`src/rtl/uart_receiver_cfg.sv`:
```
// UART receiver with configurable width, parity and stop bits, mid-bit sampling,
// line-error reporting and a valid/ready holding register for the received word.
`timescale 1ns/1ps

module uart_receiver_cfg #(
   parameter int CLKFRQ    = 100000000,
   parameter int BAUDRATE  = 9600,
   parameter int DATA_BITS = 8,
   parameter int PARITY    = 0,
   parameter int STOP_BITS = 1
) (
   input  logic                 clk,
   input  logic                 reset,
   input  logic                 rx,
   input  logic                 en,
   output logic [DATA_BITS-1:0] data,
   output logic                 valid,
   input  logic                 ready,
   output logic                 parity_err,
   output logic                 frame_err,
   output logic                 overrun,
   output logic                 busy
);

   // state    | meaning
   // S_IDLE   | line idle, waiting for a low rx_s while en is high
   // S_START  | half-bit wait, then confirm the start bit is still low
   // S_DATA   | sample payload bits, LSB first, one per bit period
   // S_PARITY | sample the parity bit
   // S_STOP   | sample STOP_BITS stop bits
   // S_DONE   | hand the frame to the holding register or flag overrun

   localparam int          CPB       = CLKFRQ / BAUDRATE;
   localparam int          HALF      = CPB / 2;
   localparam logic [15:0] CPB_M1    = 16'(CPB - 1);
   localparam logic [15:0] HALF_M1   = 16'(HALF - 1);
   localparam logic [2:0]  LAST_DATA = 3'(DATA_BITS - 1);
   localparam logic [2:0]  LAST_STOP = 3'(STOP_BITS - 1);

   typedef enum logic [2:0] {
      S_IDLE, S_START, S_DATA, S_PARITY, S_STOP, S_DONE
   } state_t;

   state_t                 r_state;
   logic                   r_sync1, r_sync2;
   logic [15:0]            r_cnt;
   logic [2:0]             r_idx;
   logic [DATA_BITS-1:0]   r_shift;
   logic                   r_perr_f, r_ferr_f;
   logic [DATA_BITS-1:0]   r_data;
   logic                   r_valid, r_perr, r_ferr, r_overrun, r_busy;
   logic                   w_par_x, w_par_err;

   assign w_par_x   = (^r_shift) ^ r_sync2;
   assign w_par_err = (PARITY == 1) ? ~w_par_x : w_par_x;

   always_ff @(posedge clk) begin
      if (!reset) begin
         r_sync1   <= 1'b1;
         r_sync2   <= 1'b1;
         r_state   <= S_IDLE;
         r_cnt     <= '0;
         r_idx     <= '0;
         r_shift   <= '0;
         r_perr_f  <= 1'b0;
         r_ferr_f  <= 1'b0;
         r_data    <= '0;
         r_valid   <= 1'b0;
         r_perr    <= 1'b0;
         r_ferr    <= 1'b0;
         r_overrun <= 1'b0;
         r_busy    <= 1'b0;
      end else begin
         r_sync1 <= rx;
         r_sync2 <= r_sync1;
         if (r_valid && ready) r_valid <= 1'b0;
         case (r_state)
            S_IDLE: begin
               if (en && !r_sync2) begin
                  r_cnt   <= HALF_M1;
                  r_state <= S_START;
                  r_busy  <= 1'b1;
               end
            end
            S_START: begin
               if (r_cnt != '0) begin
                  r_cnt <= r_cnt - 16'd1;
               end else if (r_sync2) begin
                  r_state <= S_IDLE;
                  r_busy  <= 1'b0;
               end else begin
                  r_cnt    <= CPB_M1;
                  r_idx    <= '0;
                  r_perr_f <= 1'b0;
                  r_ferr_f <= 1'b0;
                  r_state  <= S_DATA;
               end
            end
            S_DATA: begin
               if (r_cnt != '0) begin
                  r_cnt <= r_cnt - 16'd1;
               end else begin
                  // Right shift so the first (LSB) bit ends up at bit 0.
                  r_shift <= {r_sync2, r_shift[DATA_BITS-1:1]};
                  r_cnt   <= CPB_M1;
                  if (r_idx == LAST_DATA) begin
                     r_idx   <= '0;
                     r_state <= (PARITY != 0) ? S_PARITY : S_STOP;
                  end else begin
                     r_idx <= r_idx + 3'd1;
                  end
               end
            end
            S_PARITY: begin
               if (r_cnt != '0) begin
                  r_cnt <= r_cnt - 16'd1;
               end else begin
                  r_perr_f <= w_par_err;
                  r_cnt    <= CPB_M1;
                  r_state  <= S_STOP;
               end
            end
            S_STOP: begin
               if (r_cnt != '0) begin
                  r_cnt <= r_cnt - 16'd1;
               end else begin
                  if (!r_sync2) r_ferr_f <= 1'b1;
                  r_cnt <= CPB_M1;
                  if (r_idx == LAST_STOP) r_state <= S_DONE;
                  else                    r_idx   <= r_idx + 3'd1;
               end
            end
            S_DONE: begin
               // A word accepted this cycle frees the register for the new one.
               if (!r_valid || ready) begin
                  r_data  <= r_shift;
                  r_perr  <= r_perr_f;
                  r_ferr  <= r_ferr_f;
                  r_valid <= 1'b1;
               end else begin
                  r_overrun <= 1'b1;
               end
               r_state <= S_IDLE;
               r_busy  <= 1'b0;
            end
            default: begin
               r_state <= S_IDLE;
               r_busy  <= 1'b0;
            end
         endcase
      end
   end

   assign data       = r_data;
   assign valid      = r_valid;
   assign parity_err = r_perr;
   assign frame_err  = r_ferr;
   assign overrun    = r_overrun;
   assign busy       = r_busy;

endmodule

```
`config.mk`:
```
export PLATFORM = sky130hd
export DESIGN_NAME = uart_receiver_cfg
export DESIGN_NICKNAME = d
export VERILOG_FILES = /design/src/rtl/uart_receiver_cfg.sv
export SDC_FILE = /design/constraint.sdc
export NUM_CORES = 1
export LEC_CHECK = 0
export CORE_ASPECT_RATIO = 1.2
export CORE_MARGIN = 8
export CORE_UTILIZATION = 39
export CTS_BUF_LIST = sky130_fd_sc_hd__clkbuf_4 sky130_fd_sc_hd__clkbuf_8 sky130_fd_sc_hd__clkbuf_16
export DETAILED_ROUTE_END_ITERATION = 12
export GPL_TIMING_DRIVEN = 0
export SLEW_MARGIN = 10
export SYNTH_ARGS = -nofsm -noshare
export SYNTH_HDL_FRONTEND = slang
export SYNTH_SLANG_ARGS = --single-unit
export TNS_END_PERCENT = 100
```
`constraint.sdc`:
```
create_clock -name clk -period 2.4 [get_ports clk]
set_input_delay 0.6 -clock clk [delete_from_list [all_inputs] [get_ports clk]]
set_output_delay 0.6 -clock clk [all_outputs]
set_load 0.02 [all_outputs]
```
==> results.md, run 1 <==
- Worst-path maximum fanout: 8
- Total CTS buffers: 5
- Layout fillers: 626
- Via count: 2144
- Power, Total: 2.13 mW
- FF/Latch Area: 941 um2
- Io pins: 18
- Slowest CP cell: nor4_1
- Critical path endpoint category: flop
- WP buf/inv: 1
- Synth top area cells: dfxtp_1, mux2i_1, nor2_1
- Top cells by instance count after synthesis: dfxtp_1, nor2_1, mux2i_1
- Family with the most delay on the worst path: simple AND/OR/NAND/NOR gates
- H-Tree Level Count: 2
- Global-route wire length before repair: 10.0 mm
- Outcome: complete, no violations
- GP Congestion: 0.819
- Area fraction of the dominant cell type after synthesis: 38.3%
- CTS Sinks: 47
- Reg2reg setup slack: 0.09 ns
- EDFF count, synth: 0
- Crit. path cell count: 6
- CP Data Arrival Time: 2.51 ns
- CP Cell Sequence: nor4_1, nand2_1, nor4_4, buf_12, mux2i_1, nor2_1
- Grt total ovfl: 0
- Pwr per Cell Area: 742 nW/um2
- WL/cell: 15.6 um
- Die Height: 103 um
- Synth Area per Inst: 8.83 um2
- Number of global-route vias before repair: 2047
- Most common cell in the netlist: dfxtp_1
- Clk pin slew, worst setup/hold paths: 0.10 ns
- Static Leak: 1.01 nW
- Clock buffer depth: 2
- Placed Instances: 377
- # port buffers: 17
- Max Cap Violations: 0
- Area of the multi-input gates: 1440 um2
- Max-slew violation count: 0
- ANT nets after route: 0
- Setup crit end: r_shift[5]
- RSZ-0062 raised after global routing: false
- Relative slew slack: 48.1%
- Min Hold Slack: 0.419 ns
- Full die area: 9100 um2
- Antenna violations before repair: 0
- Ant diodes: 0
- Post-detail-place hpwl: 4.24 mm
- CTS root buf: clkbuf_8
- Reg2Reg Depth: 6
- Worst hold path class: reg2reg
- Die W: 88.4 um
- Worst Skew: 0.00681 ns
- Critical R2R Capture: r_shift[5]
- Least-Margin Pin Slew: 0.771 ns
- Synth area leader: dfxtp_1
- Synthesized cell area: 2450 um2
- Synth unique cells: 53
- Initial core utilization: 40.6%
- Seq cells post-synth: 47
- Final setup fails: 0
- Critical Path RT: 2.60 ns
- Fin. Hold Viols: 0
- Type of origin of the critical path: flop
- Largest net degree at the start of global routing: 18
- Final WL: 6.01 mm
- Slowest Stage Delay on Critical Path: 0.71 ns
- Final period utilization: 96.2%
- Layout Nets: 311
- Final std cells w/o fill: 385
- Cts hold-fix bufs: 0
- FFs w/ async S/R, synth: 0%
- Crit Path Category: reg2reg
- Crit path launch: r_cnt[4]
- Share of cells above drive strength 1: 10.6%
- Row cnt: 31
- Period minus WS final: 2.31 ns
- Sequential share of the synthesized area: 38.3%
- Average vias per placed instance: 5.57
- Syn. warnings: 0
- Main synth FF type: dfxtp_1
- Total track usage: 14.0%
- Clk_lat worst skew: 0.31 ns
- CTS tree: built
- Cells after synthesis: 278
- Max Clk Rate: 433 MHz
- Drt drc: 0
- Area Growth Syn to Fin: 17.2%
- VDD IR-drop max: 0.393 mV
- DR pass1 iterations: 5
- Reg2reg start: r_cnt[4]
- DR iter-0 viols: 201
- Syn nets: 287
- Core area: 6050 um2
## report_power, final
part / switching, mW / internal (mW) / total [mW]
clock: 0.311 / 0.216 / 0.527
sequential: 0.0450 / 0.812 / 0.857
combinational: 0.467 / 0.283 / 0.750
## sequential cells by signal, summed over array words and instances (netlist names)
signal / cells
busy: 1
data: 8
frame_err: 1
overrun: 1
parity_err: 1
r_cnt: 16
r_ferr_f: 1
r_idx: 3
r_perr_f: 1
r_shift: 8
r_state: 3
r_sync1: 1
r_sync2: 1
valid: 1
## cells by family (layout without fill, tap and decap cells)
group / after synthesis / count (layout) / share of synthesized area [%]
AO/OA/AOI/OAI: 69 / 69 / 18.8
XOR/XNOR: 9 / 9 / 3.21
adder cells (fa/ha/maj): 4 / 4 / 2.04
buffers and inverters: 25 / 50 / 4.49
flip-flops: 47 / 47 / 38.3
multiplexers: 19 / 19 / 7.75
AND/OR/NAND/NOR: 105 / 105 / 25.4
## cells in the final DEF, fill, tap and decap left out, types with 2 or more instances in the layout
cell type         n
dfxtp_1          47
nor2_1           39
mux2i_1          19
a21oi_1          18
clkdlybuf4s50_1  17
o21ai_0          14
nor3_1           14
nand2b_1         10
clkbuf_1          9
inv_1             8
nand2_1           7
xnor2_1           6
nor2b_1           5
a31oi_1           5
clkbuf_8          5
or4_1             4
nor4_4            4
nor4_1            4
o21a_1            4
buf_2             3
nand4_1           3
nand4b_1          3
o211ai_1          3
ha_1              3
or4_4             2
a21boi_1          2
buf_4             2
o21ai_1           2
a221oi_1          2
o22ai_1           2
o32ai_1           2
xor2_1            2
o41ai_1           2
a211oi_1          2
## worst min-delay path by stage
stage / slack (ns) / startpoint / to / cells past startpoint
final: 0.42 / r_sync1 / r_sync2 / 1
after global routing: 0.44 / r_sync1 / r_sync2 / 1
after global placement: 0.39 / r_sync1 / r_sync2 / 1
after floorplan: 0.39 / r_sync1 / r_sync2 / 1
after detailed placement: 0.40 / r_sync1 / r_sync2 / 1
after CTS: 0.42 / r_sync1 / r_sync2 / 1
## layout make-up
class,instances,share of cell area [%]
Inverter,8,1.04
Sequential cell,47,32.7
Tap cell,82,3.57
Buffer,15,2.61
Timing Repair Buffer,19,6.87
Clock inverter,3,0.957
Multi-Input combinational cell,206,49.9
Clock buffer,5,2.39
## metal layers
layer / global-route usage, % / share of wire, %
met5: 0 / 0
met4: 4.43 / 0.97
met3: 2.87 / 3.0
met2: 23.4 / 48
met1: 17.4 / 48
## worst register-to-register path: cells and delay by family (launching register included)
kind                   cells  cell delay (ns)
AND/OR/NAND/NOR            4             1.47
flip-flops                 1             0.38
multiplexers               1             0.19
buffers and inverters      1             0.18
## stage by stage
stage | utilization, % | cell area (um2) | setup WS [ns] | setup TNS [ns]
after detailed placement | 45.1 | 2730 | -0.179 | -1.43
after global placement | 45.1 | 2730 | -0.187 | -1.46
final | 47.6 | 2880 | 0.0920 | 0
after floorplan | - | 2450 | 0.324 | 0
after CTS | 47.2 | 2860 | 0.00841 | 0
after global routing | 47.6 | 2880 | 0.0144 | 0
## what timing repair did
| action | in CTS | in global routing |
|---|---|---|
| setup buffers | 2 | 0 |
| gates resized for setup | 1 | 6 |
| setup endpoints to repair | 9 | 16 |
| pin swaps | 2 | 1 |
(Power assumes the default switching activity.)
==> inputs of run 2 (changes only) <==
--- a/config.mk
+++ b/config.mk
@@ -7,2 +7,4 @@
 export LEC_CHECK = 0
+export CELL_PAD_IN_SITES_DETAIL_PLACEMENT = 0
+export CELL_PAD_IN_SITES_GLOBAL_PLACEMENT = 1
 export CORE_ASPECT_RATIO = 1.2
@@ -11,4 +13,6 @@
 export CTS_BUF_LIST = sky130_fd_sc_hd__clkbuf_4 sky130_fd_sc_hd__clkbuf_8 sky130_fd_sc_hd__clkbuf_16
+export CTS_CLUSTER_SIZE = 24
 export DETAILED_ROUTE_END_ITERATION = 12
 export GPL_TIMING_DRIVEN = 0
+export PLACE_DENSITY_LB_ADDON = 0.1
 export SLEW_MARGIN = 10
==> constraint.sdc (replaced) <==
create_clock -name clk -period 2.4 [get_ports clk]
set_input_delay 0.24 -clock clk [delete_from_list [all_inputs] [get_ports clk]]
set_output_delay 0.24 -clock clk [all_outputs]
set_load 0.02 [all_outputs]
==> results.md, run 2 (same netlist as run 1, synthesis figures left out) <==
- CTS tree: built
- Type of origin of the critical path: flop
- Commonest non-fill, non-tap cell in the layout: dfxtp_1
- Met1 Use GR: 16.6% (-0.80 points)
- Largest net degree at the start of global routing: 18 (unchanged)
- Largest register FFs: 16 (unchanged)
- Grt total ovfl: 0 (unchanged)
- DR pass1 iterations: 4 (-1)
- Met2 Resource Use GR: 22.9% (-0.58 points)
- Max Cap Violations: 0 (unchanged)
- Die Height: 103 um (unchanged)
- Ant diodes: 0 (unchanged)
- Average vias per placed instance: 5.58 (+0.16%)
- Worst-path maximum fanout: 9 (+1)
- Worst hold path class: reg2reg
- Critical path endpoint category: flop
- Pwr per Cell Area: 738 nW/um2 (-0.46%)
- Critical Path RT: 2.61 ns (about the same)
- FF/Latch Area: 941 um2 (unchanged)
- Fin. Hold Viols: 0 (unchanged)
- Cts hold-fix bufs: 0 (unchanged)
- Area of the multi-input gates: 1430 um2 (-0.70%)
- Share of cells above drive strength 1: 10.5% (-0.035 points)
- Drt drc: 0 (unchanged)
- Full die area: 9100 um2 (unchanged)
- Core area: 6050 um2 (unchanged)
- Power, Total: 2.12 mW (-0.64%)
- Via count: 2153 (+0.42%)
- Least-Margin Pin Slew: 0.581 ns (-0.190 ns)
- Final setup fails: 0 (unchanged)
- Outcome: complete, no violations
- Static Leak: 1.02 nW (+0.38%)
- Clk pin slew, worst setup/hold paths: 0.10 ns (about the same)
- ANT nets after route: 0 (unchanged)
- GP Congestion: 0.807 (-1.5%)
- Commonest cells after routing, fill and taps aside: dfxtp_1, nor2_1, mux2i_1, a21oi_1, clkdlybuf4s50_1
- Number of global-route vias before repair: 2028 (-0.93%)
- Final std cells w/o fill: 386 (+0.26%)
- Final WL: 6.02 mm (+0.22%)
- Antenna violations before repair: 0 (unchanged)
- WL/cell: 15.6 um (about the same)
- DR iter-0 viols: 86 (-57%)
- Total track usage: 13.8% (-0.26 points)
- # port buffers: 17 (unchanged)
- Max Clk Rate: 430 MHz (-0.83%)
- Die W: 88.4 um (unchanged)
- Layout fillers: 629 (+0.48%)
- Worst Skew: 0.00772 ns (+0.000914 ns)
- Final period utilization: 97.0% (+0.81 points)
- Relative slew slack: 61.1% (+13 points)
- H-Tree Level Count: 2 (unchanged)
- CTS root buf: clkbuf_8
- Biggest register: r_cnt
- Io pins: 18 (unchanged)
- RSZ-0062 raised after global routing: false
- CTS Sinks: 47 (unchanged)
- Post-detail-place hpwl: 4.34 mm (+2.4%)
- Period minus WS final: 2.33 ns (+0.0194 ns)
- Global-route wire length before repair: 9.84 mm (-2.1%)
- Clk_lat worst skew: 0.31 ns (about the same)
- Crit Path Category: reg2reg
- Final setup margin: 0.0727 ns (-0.0194 ns)
- Total CTS buffers: 5 (unchanged)
- Pre-CTS worst setup slack: -0.278 ns (-0.0992 ns)
- Placed Instances: 377 (unchanged)
- Max-slew violation count: 0 (unchanged)
- CP Data Arrival Time: 2.54 ns (+0.03 ns)
- VDD IR-drop max: 0.329 mV (-16%)
- Clock buffer depth: 2 (unchanged)
- Gr busiest metal: met2
- Row cnt: 31 (unchanged)
- Initial core utilization: 40.6% (unchanged)
- Total negative slack: 0 ns (unchanged)
- Met3 usage: 2.39% (-0.48 points)
- Area Growth Syn to Fin: 17.0%
- Layout Nets: 312 (+0.32%)
==> run 2: per-layer routing <==
layer,vias to the layer above,share of wire (%)
li1,1067,-
met1,1016,46
met2,57,48
met3,13,3.9
met4,0,2.6
met5,-,0
==> run 2: worst paths after layout <==
kind	depth (start not counted)	endpoint	slack, ns	from
setup reg to reg	6	r_cnt[13]	0.07	r_cnt[4]
hold / removal	1	r_sync2	0.41	r_sync1
hold reg to reg	1	r_sync2	0.41	r_sync1
setup / recovery	6	r_cnt[13]	0.07	r_cnt[4]
==> run 2: layout make-up <==
| type | instances | share of cell area, % |
|---|---|---|
| Inverter | 8 | 1.05 |
| Sequential cell | 47 | 32.8 |
| Clock inverter | 3 | 0.958 |
| Tap cell | 82 | 3.57 |
| Multi-Input combinational cell | 206 | 49.6 |
| Timing Repair Buffer | 20 | 7.14 |
| Clock buffer | 5 | 2.40 |
| Buffer | 15 | 2.53 |
==> run 2: where the power goes <==
part	internal (mW)	leakage, nW	switching [mW]
Combinational	0.279	0.591	0.461
Clock	0.216	0.0467	0.306
Sequential	0.812	0.380	0.0463
Total	1.31	1.02	0.813
==> run 2: worst max-delay path, stage by stage (launching register included) <==
cell      delay (ns)
dfxtp_1         0.39
or4_4           0.55
buf_6           0.16
nor4_4          0.37
o221ai_2        0.30
a21boi_1        0.21
o221a_1         0.24
==> run 2: through the flow <==
stage	util [%]	instance area, um2	hold WS (ns)
after CTS	47.3	2860	0.419
after global placement	45.1	2730	0.391
final	47.5	2870	0.412
after floorplan	-	2450	0.341
after detailed placement	45.1	2730	0.395
after global routing	47.5	2870	0.423
==> run 2: what timing repair did <==
action | in CTS | in global routing
setup endpoints to repair | 11 | 25
setup buffers | 3 | 0
cloned | 0 | 0
resized for setup | 1 | 3
pin swaps | 2 | 0
==> inputs of run 3 (changes only) <==
--- a/config.mk
+++ b/config.mk
@@ -10,3 +10,3 @@
 export CORE_ASPECT_RATIO = 1.2
-export CORE_MARGIN = 8
+export CORE_MARGIN = 2
 export CORE_UTILIZATION = 39
==> constraint.sdc (replaced) <==
create_clock -name clk -period 2.4 [get_ports clk]
set_input_delay 0.36 -clock clk [delete_from_list [all_inputs] [get_ports clk]]
set_output_delay 0.36 -clock clk [all_outputs]
set_load 0.02 [all_outputs]
==> results.md, run 3 (same netlist as run 1, synthesis figures left out) <==
- RSZ-0062 raised after global routing: false
- Static Leak: 1.04 nW (+2.6%)
- Worst Hold Path Cells: 1 (unchanged)
- Post-detail-place hpwl: 4.24 mm (-2.3%)
- Biggest register: r_cnt
- Io pins: 18 (unchanged)
- VDD IR-drop max: 0.378 mV (+15%)
- DR iter-0 viols: 111 (+29%)
- Ant diodes: 0 (unchanged)
- Clk_lat worst skew: 0.30 ns (about the same)
- GP Congestion: 0.816 (+1.2%)
- Period minus WS final: 2.26 ns (-0.0633 ns)
- WL/cell: 15.6 um (+0.35%)
- Row cnt: 31 (unchanged)
- Critical path endpoint category: flop
- Critical R2R Capture: r_cnt[13]
- Largest register FFs: 16 (unchanged)
- Min Hold Slack: 0.413 ns (+0.00110 ns)
- Via count: 2138 (-0.70%)
- Number of global-route vias before repair: 2127 (+4.9%)
- Clk pin slew, worst setup/hold paths: 0.09 ns (about the same)
- Fin. Hold Viols: 0 (unchanged)
- Critical Path RT: 2.60 ns (about the same)
- Commonest cells after routing, fill and taps aside: dfxtp_1, nor2_1, mux2i_1, a21oi_1, clkdlybuf4s50_1
- Final WL: 6.04 mm (+0.35%)
- # port buffers: 17 (unchanged)
- Final setup margin: 0.136 ns (+0.0633 ns)
- Placed Instances: 377 (unchanged)
- FF/Latch Area: 941 um2 (unchanged)
- Final period utilization: 94.3% (-2.6 points)
- Commonest non-fill, non-tap cell in the layout: dfxtp_1
- Power, Total: 2.33 mW (+10%)
- Final std cells w/o fill: 386 (unchanged)
- Average vias per placed instance: 5.54 (-0.70%)
- ANT nets after route: 0 (unchanged)
- Die Height: 90.9 um (-12%)
- Area Growth Syn to Fin: 19.5%
- Clock buffer depth: 2 (unchanged)
- Reg2Reg Depth: 6 (unchanged)
- Full die area: 6950 um2 (-24%)
- Drt drc: 0 (unchanged)
- Die W: 76.4 um (-14%)
- Type of origin of the critical path: flop
- Global-route wire length before repair: 10.4 mm (+5.3%)
- Initial core utilization: 40.6% (unchanged)
- Total CTS buffers: 5 (unchanged)
- Reg2reg setup slack: 0.14 ns (+0.06 ns)
- Layout fillers: 620 (-1.4%)
- Largest net degree at the start of global routing: 17 (-1)
- Relative slew slack: 63.5% (+2.4 points)
- CTS tree: built
- Layout Nets: 312 (unchanged)
- Grt total ovfl: 0 (unchanged)
- Max Clk Rate: 442 MHz (+2.8%)
- Placed Area: 2730 um2 (unchanged)
- Crit Path Category: reg2reg
- Reg2reg start: r_cnt[4]
- Worst Hold Endpoint: r_sync2
- Final setup fails: 0 (unchanged)
- Least-Margin Pin Slew: 0.542 ns (-0.0387 ns)
- Core area: 6050 um2 (unchanged)
- CTS root buf: clkbuf_8
- Outcome: complete, no violations
- Share of cells above drive strength 1: 10.9% (+0.33 points)
- Pre-CTS worst setup slack: -0.241 ns (+0.0374 ns)
- Start point of the worst hold path: r_sync1
- Antenna violations before repair: 0 (unchanged)
- DR pass1 iterations: 4 (unchanged)
- H-Tree Level Count: 2 (unchanged)
- Total track usage: 18.3% (+4.5 points)
- Max Cap Violations: 0 (unchanged)
- CP Data Arrival Time: 2.47 ns (-0.07 ns)
- Total negative slack: 0 ns (unchanged)
- Pwr per Cell Area: 796 nW/um2 (+7.8%)
- CTS Sinks: 47 (unchanged)
- Cts hold-fix bufs: 0 (unchanged)
- Post-Layout Inst Area: 2930 um2 (+2.1%)
- Max-slew violation count: 0 (unchanged)
- Worst-path maximum fanout: 9 (unchanged)
- Final core occ: 48.5% (+0.99 points)
- Worst hold path class: reg2reg
- Worst Skew: 0.0111 ns (+0.00341 ns)
- Area of the multi-input gates: 1440 um2 (+0.97%)
[run 3: how the worst max path moves through the flow]
stage / startpoint / end / slack (ns) / cells past startpoint
final: r_cnt[4] / r_cnt[13] / 0.14 / 6
after global routing: r_state[2] / data[7] / 0.002 / 7
after CTS: r_state[0] / r_cnt[14] / 0.008 / 6
after detailed placement: r_cnt[0] / r_shift[4] / -0.24 / 7
after global placement: r_cnt[0] / r_shift[5] / -0.25 / 7
after floorplan: r_cnt[0] / r_cnt[12] / 0.32 / 9
[run 3: what timing repair did]
item                       4_1_cts  5_1_grt
setup endpoints to repair       10       26
gates resized for setup          1        6
pin swaps                        2        2
setup buffers                    3        0
[run 3: final cells by class]
| class | count | area share (%) |
|---|---|---|
| clock inverter | 3 | 2.43 |
| inverter | 8 | 1.02 |
| tap | 82 | 3.50 |
| multi-input combinational | 206 | 49.1 |
| sequential | 47 | 32.1 |
| clock buffer | 5 | 2.35 |
| timing repair buffer | 20 | 7.00 |
| buffer | 15 | 2.56 |
[run 3: worst max-delay path: stages, from the launching register on]
cell and delay (ns):
dfxtp_1 0.38, or4_4 0.55, buf_6 0.16, nor4_4 0.40, o221ai_4 0.24, a21boi_1 0.19
o221a_1 0.24
[run 3: per-layer routing]
layer | wire length [um] | global-route usage (%) | vias to the layer above
li1 | - | - | 1066
met1 | 2800 | 23.1 | 1018
met2 | 3000 | 31.2 | 48
met3 | 169 | 3.10 | 6
met4 | 72 | 6.67 | 0
met5 | 0 | 0 | -
[run 3: power by group]
part           internal, mW  switching [mW]
combinational         0.287           0.473
sequential            0.812          0.0461
clock                 0.423           0.293
total                  1.52           0.812
==> RTL change: new RTL, settings of run 2 <==
Set the parameter `DATA_BITS` to 12 (it was 8).
--- a/src/rtl/uart_receiver_cfg.sv
+++ b/src/rtl/uart_receiver_cfg.sv
@@ -5,7 +5,7 @@
 module uart_receiver_cfg #(
    parameter int CLKFRQ    = 100000000,
    parameter int BAUDRATE  = 9600,
-   parameter int DATA_BITS = 8,
+   parameter int DATA_BITS = 12,
    parameter int PARITY    = 0,
    parameter int STOP_BITS = 1
 ) (
Interface: changed (resized data); port bits go from 18 to 22. No check against the original RTL was run, so the function may have changed too.
==> RTL change against run 2 <==
Global-route usage increased by 0.32 points. Sequential cell count increased by 8. Design area increased by 13%. Hold slack improved by 0.017 ns. Wire length increased by 16%. Area after synthesis increased by 8.7%. Worst setup slack got worse by 0.0032 ns. Synthesized cell count increased by 20%. Largest cell class unchanged.
Power is not compared: it rests on default switching activity, and its combinational part moved more than twofold at a synthesized area within 25%.
==> RTL change: results (changes against run 2) <==
R2R cell count=9 (+3); post-synthesis compound-gate area fraction=21.5% (+2.7 points); Synth Area in Adders=2.35% (+0.31 points); First DRT Iteration DRCs=60 (-30%); synth top area cells=dfxtp_1, a21oi_1, nand2_1; all-layer global routing usage=14.1% (+0.32 points); maximum vdd drop=0.897 mV; setup ws final=0.0694 ns (-0.00324 ns); nets=377 (+21%); startpoint of the most critical register-to-register path=r_cnt[0]; cell with the largest stage delay on the worst path=or4b_4; Critical R2R Capture=busy; first-pass GRT wire length=11300 um (+15%); number of input and output port buffers inserted=21 (+4); flip-flop count of the largest register after layout=16 (unchanged); final-layout fill cell count=667 (+6.0%); HPWL after DPL=5010 um (+15%); top cells by instance count after synthesis=nand2_1, dfxtp_1, a21oi_1; detailed-route vias per instance=5.30 (-5.0%); Max-Slew Margin vs Limit=51.9% (-9.2 points); status=complete, no violations; first drt pass iteration count=6 (+2); cell area after placement=2990 um2 (+9.5%); routed wirelength normalized by instance count=15.3 um (-1.8%); number of global-route vias before repair=2303 (+14%); weighted congestion reported at the end of routability-driven placement=0.838 (+3.9%); Cells on Worst Hold Path=1 (unchanged); path type of the worst min-delay path=register to register; Unique masters post-synth=50 (-5.7%); Net Count, Synth=343 (+20%); sequential cell area fraction in the yosys report=41.3% (+2.9 points); pre-CTS setup slack=-0.203 ns (+0.0754 ns); post-CTS setup buffer count=0 (-3); layout cell share with drive strength beyond 1=12.5% (+2.0 points); multiplexer area fraction after synthesis=0% (-7.7 points); biggest fanout along the worst timing path=6 (-3); switching part of the total=41.6%; Max Buffers Root-to-Sink=2 (unchanged); share of the synthesized area in the top cell type=41.3% (+2.9 points); worst clock skew on the final layout=0.00481 ns (-0.00292 ns); largest stage delay on the critical path=0.52 ns (-0.03 ns); share of the synthesized netlist area taken by xor and xnor gates=3.94% (+0.73 points)
==> RTL change: cell types whose count changed in the layout (fill, tap and decap cells not counted), moves of 6 or more <==
cell | run 2 | this run
nand2_1 | 7 | 66
nor3_1 | 14 | 5
nor2_1 | 40 | 12
a21oi_1 | 18 | 52
dfxtp_1 | 47 | 53
mux2i_1 | 19 | 0
==> RTL change: power by group through the flow <==
stage	clock network [W]	logic [W]	registers, W
floorplan	0	0.00114	0.00116
global placement	0	0.00151	0.00119
detailed placement	0	0.00148	0.00120
CTS	0.000566	0.00156	0.00119
global route	0.000591	0.00209	0.00122
finish	0.000546	0.00192	0.00120
==> RTL change: stage by stage <==
stage	setup TNS, ns	utilization [%]	hold slack [ns]	cells	power [W]
floorplan	0	-	0.313	333	0.00231
detailed placement	-1.57	44.4	0.405	441	0.00268
finish	0	48.1	0.429	455	0.00366
global route	-0.0565	48.1	0.472	455	0.00390
global placement	-2.44	44.4	0.413	441	0.00271
CTS	0	46.3	0.432	448	0.00332
==> RTL change: layout make-up <==
cell class	instances	area, um2	share of cell area (%)
timing repair buffer	28	275	8.51
multi-input combinational	250	1510	46.8
sequential	55	1110	34.2
tap	87	109	3.37
inverter	10	37.5	1.16
clock buffer	6	82.6	2.55
buffer	17	95.1	2.94
clock inverter	2	16.3	0.503
==> RTL change: metal layers <==
| metal | up-vias | track usage (%) | wire (um) |
|---|---|---|---|
| met5 | - | 0 | 0 |
| met4 | 0 | 5.28 | 129 |
| met3 | 12 | 2.94 | 245 |
| met2 | 32 | 25.3 | 3520 |
| met1 | 1117 | 15.9 | 3080 |
| li1 | 1249 | - | - |
==> RTL change: cell families after synthesis <==
kind of cell               Yosys count
and+or+nand+nor                    139
AOI/OAI and AO/OA                   94
DFF                                 55
buffers and inverters               28
xor gates and xnor gates            12
adders and majority gates            5
